--- src/rtl/lcd_fb_writer.sv ---
// Packs the PPU's 2-bit pixel stream into bytes and writes them into a double-buffered framebuffer.
// Define LCD_FB_ERR_EN to build the line_err / err_count geometry-error tracking.
module lcd_fb_writer (
  input  logic        clk,
  input  logic        rst,
  input  logic        lcd_vsync,
  input  logic        lcd_hsync,
  input  logic        lcd_pixel,
  input  logic [1:0]  lcd_color,
  output logic [13:0] fb_addr,
  output logic [7:0]  fb_data,
  output logic        fb_we,
  output logic        frame_done,
  output logic        disp_bank,
  output logic        line_err,
  output logic [7:0]  err_count
);

  typedef enum logic {WAIT_VSYNC, ACTIVE} state_t;

  state_t      state_q, state_d;
  logic [7:0]  x_q, x_d, y_q, y_d, pack_q, pack_d;
  logic        vsync_q, hsync_q;
  logic [13:0] addr_q, addr_d;
  logic [7:0]  data_q, data_d;
  logic        we_q, we_d, done_q, done_d, bank_q, bank_d;
  logic        vs_rise, hs_rise;
  logic [7:0]  pix_pack;
  logic [12:0] line_base;
  logic [1:0]  err_n;

  always_comb begin
    state_d   = state_q;
    x_d       = x_q;
    y_d       = y_q;
    pack_d    = pack_q;
    addr_d    = addr_q;
    data_d    = data_q;
    we_d      = 1'b0;
    done_d    = 1'b0;
    bank_d    = bank_q;
    err_n     = 2'd0;
    pix_pack  = pack_q;
    vs_rise   = lcd_vsync & ~vsync_q;
    hs_rise   = lcd_hsync & ~hsync_q;
    line_base = {5'b0, y_q} * 13'd40;

    case (state_q)
      WAIT_VSYNC: begin
        if (vs_rise) begin
          state_d = ACTIVE;
          x_d     = 8'd0;
          y_d     = 8'd0;
          pack_d  = 8'd0;
        end
      end
      default: begin
        // The pixel of this cycle belongs to the old line/frame, so it goes first.
        if (lcd_pixel) begin
          if (x_q < 8'd160 && y_q < 8'd144) begin
            case (x_q[1:0])
              2'd0:    pix_pack = {lcd_color, 6'b0};
              2'd1:    pix_pack[5:4] = lcd_color;
              2'd2:    pix_pack[3:2] = lcd_color;
              default: pix_pack[1:0] = lcd_color;
            endcase
            pack_d = pix_pack;
            if (x_q[1:0] == 2'd3) begin
              we_d   = 1'b1;
              data_d = pix_pack;
              addr_d = {~bank_q, line_base + {7'b0, x_q[7:2]}};
              pack_d = 8'd0;
            end
            x_d = x_q + 8'd1;
          end else begin
            err_n = err_n + 2'd1;
          end
        end
        // A flush needs x%4!=0, so it never collides with a just-completed byte.
        if (hs_rise && x_d != 8'd0) begin
          if (x_d[1:0] != 2'd0) begin
            we_d   = 1'b1;
            data_d = pack_d;
            addr_d = {~bank_q, line_base + {7'b0, x_d[7:2]}};
          end
          if (x_d != 8'd160) err_n = err_n + 2'd1;
          x_d    = 8'd0;
          pack_d = 8'd0;
          y_d    = (y_q == 8'd144) ? y_q : y_q + 8'd1;
        end
        if (vs_rise) begin
          done_d = 1'b1;
          bank_d = ~bank_q;
          if (y_d != 8'd144) err_n = err_n + 2'd1;
          x_d    = 8'd0;
          y_d    = 8'd0;
          pack_d = 8'd0;
        end
      end
    endcase
  end

  always_ff @(posedge clk) begin
    if (!rst) begin
      state_q <= WAIT_VSYNC;
      x_q     <= 8'd0;
      y_q     <= 8'd0;
      pack_q  <= 8'd0;
      vsync_q <= 1'b0;
      hsync_q <= 1'b0;
      addr_q  <= 14'd0;
      data_q  <= 8'd0;
      we_q    <= 1'b0;
      done_q  <= 1'b0;
      bank_q  <= 1'b0;
    end else begin
      state_q <= state_d;
      x_q     <= x_d;
      y_q     <= y_d;
      pack_q  <= pack_d;
      vsync_q <= lcd_vsync;
      hsync_q <= lcd_hsync;
      addr_q  <= addr_d;
      data_q  <= data_d;
      we_q    <= we_d;
      done_q  <= done_d;
      bank_q  <= bank_d;
    end
  end

`ifdef LCD_FB_ERR_EN
  logic [7:0] err_q;
  logic       lerr_q;
  logic [8:0] err_sum;

  assign err_sum = {1'b0, err_q} + {7'b0, err_n};

  always_ff @(posedge clk) begin
    if (!rst) begin
      err_q  <= 8'd0;
      lerr_q <= 1'b0;
    end else begin
      err_q  <= err_sum[8] ? 8'hFF : err_sum[7:0];
      lerr_q <= lerr_q | (err_n != 2'd0);
    end
  end

  assign line_err  = lerr_q;
  assign err_count = err_q;
`else
  logic unused_err;
  assign unused_err = ^err_n;
  assign line_err   = 1'b0;
  assign err_count  = 8'd0;
`endif

  assign fb_addr    = addr_q;
  assign fb_data    = data_q;
  assign fb_we      = we_q;
  assign frame_done = done_q;
  assign disp_bank  = bank_q;

endmodule

--- config.mk ---
export PLATFORM = sky130hd
export DESIGN_NAME = lcd_fb_writer
export DESIGN_NICKNAME = d
export VERILOG_FILES = /design/src/rtl/lcd_fb_writer.sv
export SDC_FILE = /design/constraint.sdc
export NUM_CORES = 1
export LEC_CHECK = 0
export ABC_CLOCK_PERIOD_IN_PS = 4150
export CAP_MARGIN = 20
export CORE_UTILIZATION = 30
export CTS_BUF_LIST = sky130_fd_sc_hd__clkbuf_8
export DETAILED_ROUTE_END_ITERATION = 10
export PLACE_DENSITY = 0.56
export SLEW_MARGIN = 15
export SYNTH_ARGS = -nofsm -noshare
export SYNTH_HDL_FRONTEND = slang
export SYNTH_SLANG_ARGS = --single-unit
--- constraint.sdc ---
create_clock -name clk -period 4.15 [get_ports clk]
set_clock_uncertainty 0.15 [all_clocks]
set_input_delay 0.415 -clock clk [delete_from_list [all_inputs] [get_ports clk]]
set_output_delay 0.415 -clock clk [all_outputs]
set_load 0.02 [all_outputs]
Yosys cells after proc, flatten, opt, wreduce, memory -nomap -nowiden
Index checks and enable logic that the tools add are counted.
{ "classes": {"n_eq_ne": 5, "multipliers": 1, "n_addsub": 4, "n_mux": 38, "reduce_logical": 11, "bitwise_logic": 5, "n_lt_le_gt_ge": 2} }
{ "ops": {"columns": ["cell", "n"], "rows": [
  ["$mux W8", 22],
  ["$mux W14", 5],
  ["$add A13 B6 Y13", 2],
  ["$add A8 B1 Y8 const B", 2],
  ["$lt A8 B8 Y1 const B", 2],
  ["$pmux W2 S2", 3],
  ["$mul A8 B3 Y10 const B", 1],
  ["$eq A8 B8 Y1 const B", 1],
  ["$reduce_bool A8 Y1", 1],
  ["$mux W1", 7],
  ["$reduce_bool A2 Y1", 3],
  ["$eq A2 B2 Y1 const B", 2],
  ["$reduce_and A2 Y1", 2],
  ["$not A1 Y1", 3],
  ["$reduce_and A3 Y1", 1],
  ["$and A1 B1 Y1", 2],
  ["$eq A2 B1 Y1 const B", 1],
  ["$logic_and A1 B1 Y1", 2],
  ["$logic_not A2 Y1", 1],
  ["$mux W2", 1],
  ["$ne A2 B2 Y1 const B", 1],
  ["$reduce_or A2 Y1", 1]
]} }
{ "totals": {"input_bits": 7, "regBits": 52, "word_cells": 77} }

Depth between registers and ports, before layout
{ "logic_depth": {"ltp_word": 10, "depth_mapped": 17, "depth_no_buf": 15} }

Least setup slack after synthesis
No wires, ideal clock.
{ "synth_path": {"path_kind": "register -> register", "start": "register x_q[1]", "end": "register addr_q[11], in the netlist fb_addr[11]", "arrival_time_ns": 2.955, "t_required_ns": 3.868, "synth_period_minus_slack_ns": 3.237, "path_slack_ns": 0.913, "path_stages_with_launch": 17, "setup_time_ns": 0.132, "path_cell_list": "dfxtp_1 -> ha_1 -> clkbuf_1 -> inv_1 -> nor2_1 -> clkbuf_1 -> nand3_1 -> xnor2_1 -> inv_1 -> fa_1 -> nor2b_1 -> o21ai_0 -> inv_1 -> nand4_1 -> xnor2_1 -> o22ai_1 -> a21oi_1"} }
{ "synth_via": {"elab_chain_len": 8, "word_cells_on_any_way": 16, "classes_between": "2 x add/sub; 1 x order compare; 1 x eq/ne; 8 x mux; 4 x reduce/logical"} }
{ "synth_rtl": {"columns": ["element", "line_no", "source"], "rows": [
  ["start: declaration", "22", "logic [7:0] x_q, x_d, y_q, y_d, pack_q, pack_d;"],
  ["start signal: assignment", "106", "x_q <= 8'd0;"],
  ["start signal: assignment", "118", "x_q <= x_d;"],
  ["$lt A8 B8 Y1", "60", "if (x_q < 8'd160 && y_q < 8'd144) begin"],
  ["$logic_and A1 B1 Y1", "60", null],
  ["$mux W8", "60", null],
  ["$mux W8", "59", "if (lcd_pixel) begin"],
  ["$mux W8", "48", "case (state_q)"],
  ["$add A13 B6 Y13 (tied with other cells)", "84", "addr_d = {~bank_q, line_base + {7'b0, x_d[7:2]}};"],
  ["$mux W14 or $logic_and A1 B1 Y1 (tied branches)", "81, 80", null],
  ["$mux W14 (*)", "80", "if (hs_rise && x_d != 8'd0) begin"],
  ["end signal: assignment", "123", "addr_q <= addr_d;"],
  ["end: declaration", "24", "logic [13:0] addr_q, addr_d;"]
]} }
Every way passes the cells marked *; elsewhere a longest branch is shown, timed or not. The select of a mux whose other input is x is not followed.
A chain may end at the register's enable or synchronous reset.

Final worst setup path
Ends and elaborated chain as after synthesis.

==> run_results.csv <==
group,metric,value,unit
place,gp_congestion,0.8634,
yosys,synth.yosys.seq_area_share,0.2834,
yosys,synth-xor-area-share,0.03576,
clocking,clk_pin_slew_worst_paths,110,ps
place,post_dp_cell_area,0.004095,sq mm
finish,syn_to_final_growth,14.51,%
finish,antennaDiodeCount,0,
timing,fmax,289.8,MHz
clocking,tritoncts,"yes",
clocking,cts_sinks,52,
clocking,root_buffer,"clkbuf_8",
yosys,synth_area_per_cell,7.866,sq um
die,die_w,112.7,um
worst_setup_path,critPathKind,"reg2reg",
die,core.rowCount,40,
hold_path,hold_path_class,"reg2reg",
timing,rsz0062_at_grt,"false",
finish,design_area,0.004207,sq mm
yosys,synth-async-reset-ratio,0,
die,die-area,0.01269,sq mm
yosys,muxShareOfSynthArea,0.008515,
clocking,postCtsHoldBufs,0,
die,ioPinCount,41,
run_status,status,"finished, final reports clean",
place,dp_cells,626,
clocking,h-tree-depth,2,
worst_setup_path,startpoint_type,"flop",
clocking,clock_path_buffers,2,
worst_setup_path,required,4190,ps
timing,setup_tns,0,ps
clocking,numCtsBuffers,5,
worst_setup_path,endpoint_kind,"flop",
routing,drc,0,
clocking,cts_setup_buffers,0,
power,ir_worst_vdd,0.1206,mV
grt,grt_pass1_vias,3400,
yosys,synth_cell_types,63,
power,power.density,249.0,mW/mm^2
die,die_y,112.7,um
routing,vias,3557,
yosys,synth_edf_count,0,
routing,wirelength,10290,um
yosys,synth_fa_ha_area_frac,0.09809,
timing,worstMarginPinSlew,767.4,ps
routing,ant_nets,0,
grt,grt_pass1_wl,16940,um
worst_setup_path,cp.arrival,3490,ps
worst_setup_path,r2r-end,"fb_addr[11]",
worst_setup_path,r2r_cells,14,
worst_setup_path,crit_path_start,"x_q[1]",
place,post-dp-hpwl,7412,um
routing,routedWlPerCell,16.24,um
timing,max_slew_margin,0.4878,
clocking,insertion_delay,310,ps
yosys,synth_top_flop_cell,"dfxtp_1",
yosys,synthesis.instances,467,
grt,grt_max_degree,39,
yosys,synth_top_family_by_area,"compound AO/OA/AOI/OAI gates",
worst_setup_path,r2r_slack,700,ps
die,floorplan.initialDensity,0.3071,
finish,fin_cells,634,
worst_setup_path,setup.worst_path.end,"fb_addr[11]",
timing,post-route-period-util,0.8315,
routing,vias_per_cell,5.610,
routing,dr.pass1.iters,5,
yosys,synth_top_area_frac,0.2834,
finish,nNetsFinal,520,
routing,drt-initial-drc-count,293,
finish,drive_above_1_share,0.05339,
yosys,synth_compound_area_frac,0.2810,
yosys,synthTopCellsByArea,"dfxtp_1 (28%), ha_1 (8.2%), a21oi_1 (6.5%)",
yosys,yosys_register_bits,52,
worst_setup_path,worstReg2RegStart,"x_q[1]",
worst_setup_path,path_max_fanout,9,
grt,gr-total-overflow,0,
yosys,synth_warnings,0,
timing,hold_viol,0,
timing,fin_crit,3451,ps
timing,final-setup-viol-count,0,
yosys,synth-simple-area-share,0.2238,
power,p_leak,0.001544,uW
die,core-area,0.01196,sq mm
grt,antenna_found_initial,0,
timing,slew_violations,0,
yosys,syn_area,0.003674,sq mm
job,maxCapViolations,0,
place,portBuffers,31,
grt,track_usage,0.1658,
yosys,synth_top_cell_by_area,"dfxtp_1",
clocking,cts_resized,0,
-- worst max-delay path, cell delays in order (launching register included) --
cell	delay, ps
dfxtp_1	550
ha_1	400
inv_1	190
nor2_1	190
nand3_1	110
xnor2_1	270
inv_1	100
fa_1	430
nor2b_1	120
o21ai_0	170
inv_1	120
nand4_1	110
xnor2_1	170
o22ai_1	150
a21oi_1	80
-- layout by cell type (no fill, tap or decap), types with 4 or more instances in the layout --
cell             count
nand4_1              6
clkdlybuf4s50_1     31
a22oi_1              6
nor3_1              10
xnor2_1             10
xor2_1               5
a21o_1               4
a21oi_1             48
o21ai_0             41
nor2_1              20
dfxtp_1             52
or4_1                8
o21a_1               8
nor2b_1             11
inv_1               20
conb_1               9
and3_1               6
clkbuf_8             5
nor3b_1              5
o31ai_1              6
nand2_1             44
nand2b_1             5
a31oi_1              6
nand3_1             19
and2_1               7
buf_4                8
ha_1                24
o211ai_1             7
-- how the worst min path moves through the flow --
stage | startpoint | end | slack [ps] | depth (start not counted)
2_1_floorplan | pack_q[0] | pack_q[0] | 260 | 2
3_3_place_gp | pack_q[1] | pack_q[1] | 270 | 2
3_5_place_dp | pack_q[1] | pack_q[1] | 280 | 2
4_1_cts | pack_q[0] | pack_q[0] | 290 | 2
5_1_grt | pack_q[0] | pack_q[0] | 310 | 2
6_report | pack_q[0] | pack_q[0] | 290 | 2
-- cells by family after synthesis --
| group | after synthesis |
|---|---|
| xor gates and xnor gates | 15 |
| muxes | 3 |
| AOI/OAI and AO/OA | 161 |
| DFF | 52 |
| buffers and inverters | 54 |
| other | 1 |
| and+or+nand+nor | 154 |
| adders and majority gates | 27 |
-- routing by layer --
layer | track usage | wire length [um] | share of wire
met3 | 0.02430 | 502 | 0.049
met2 | 0.2737 | 4760 | 0.46
met5 | 0 | 0 | 0
met4 | 0.05778 | 170 | 0.017
met1 | 0.2199 | 4860 | 0.47
-- cell usage after synthesis, drive strengths merged (8+ instances only) --
library cell	number
inv	19
o21ai	41
nor2b	11
a21oi	48
ha	24
nor3	11
clkbuf	22
nand2	44
or4	8
o21a	8
dfxtp	52
xnor2	10
nand3	19
nor2	21
buf	13
-- stage by stage --
| stage | hold slack (ps) | worst slack, ps | utilization | power (uW) |
|---|---|---|---|---|
| 5_1_grt | 309.2 | 313.1 | 0.3517 | 1096 |
| 4_1_cts | 291.8 | 714.4 | 0.3517 | 1057 |
| 6_report | 286.2 | 699.5 | 0.3517 | 1047 |
| 3_3_place_gp | 274.3 | 731.9 | 0.3424 | 690.7 |
| 3_5_place_dp | 277.6 | 648.0 | 0.3424 | 691.4 |
| 2_1_floorplan | 262.4 | 913.3 | - | 638.2 |
-- report_power, final --
part / total [uW] / switching (uW) / internal, uW
registers: 523 / 9.89 / 513
logic: 159 / 102 / 57.2
clock network: 366 / 186 / 180
total: 1050 / 297 / 750
-- flip-flops by register name, summed over array words and instances, names as in the netlist --
name	count
fb_we	1
frame_done	1
y_q	8
fb_data	8
hsync_q	1
disp_bank	1
fb_addr	14
state_q	1
x_q	8
pack_q	8
vsync_q	1
-- layout make-up --
cell class	count	area, sq um
multi-input cells	369	2429
inverters	19	71.32
clock inverters	3	42.54
repair buffers	39	370.4
clock buffers	5	68.82
flip-flops and latches	52	1041
fillers	1252	7755
well taps	147	183.9
Power figures use the tool's default switching activity.
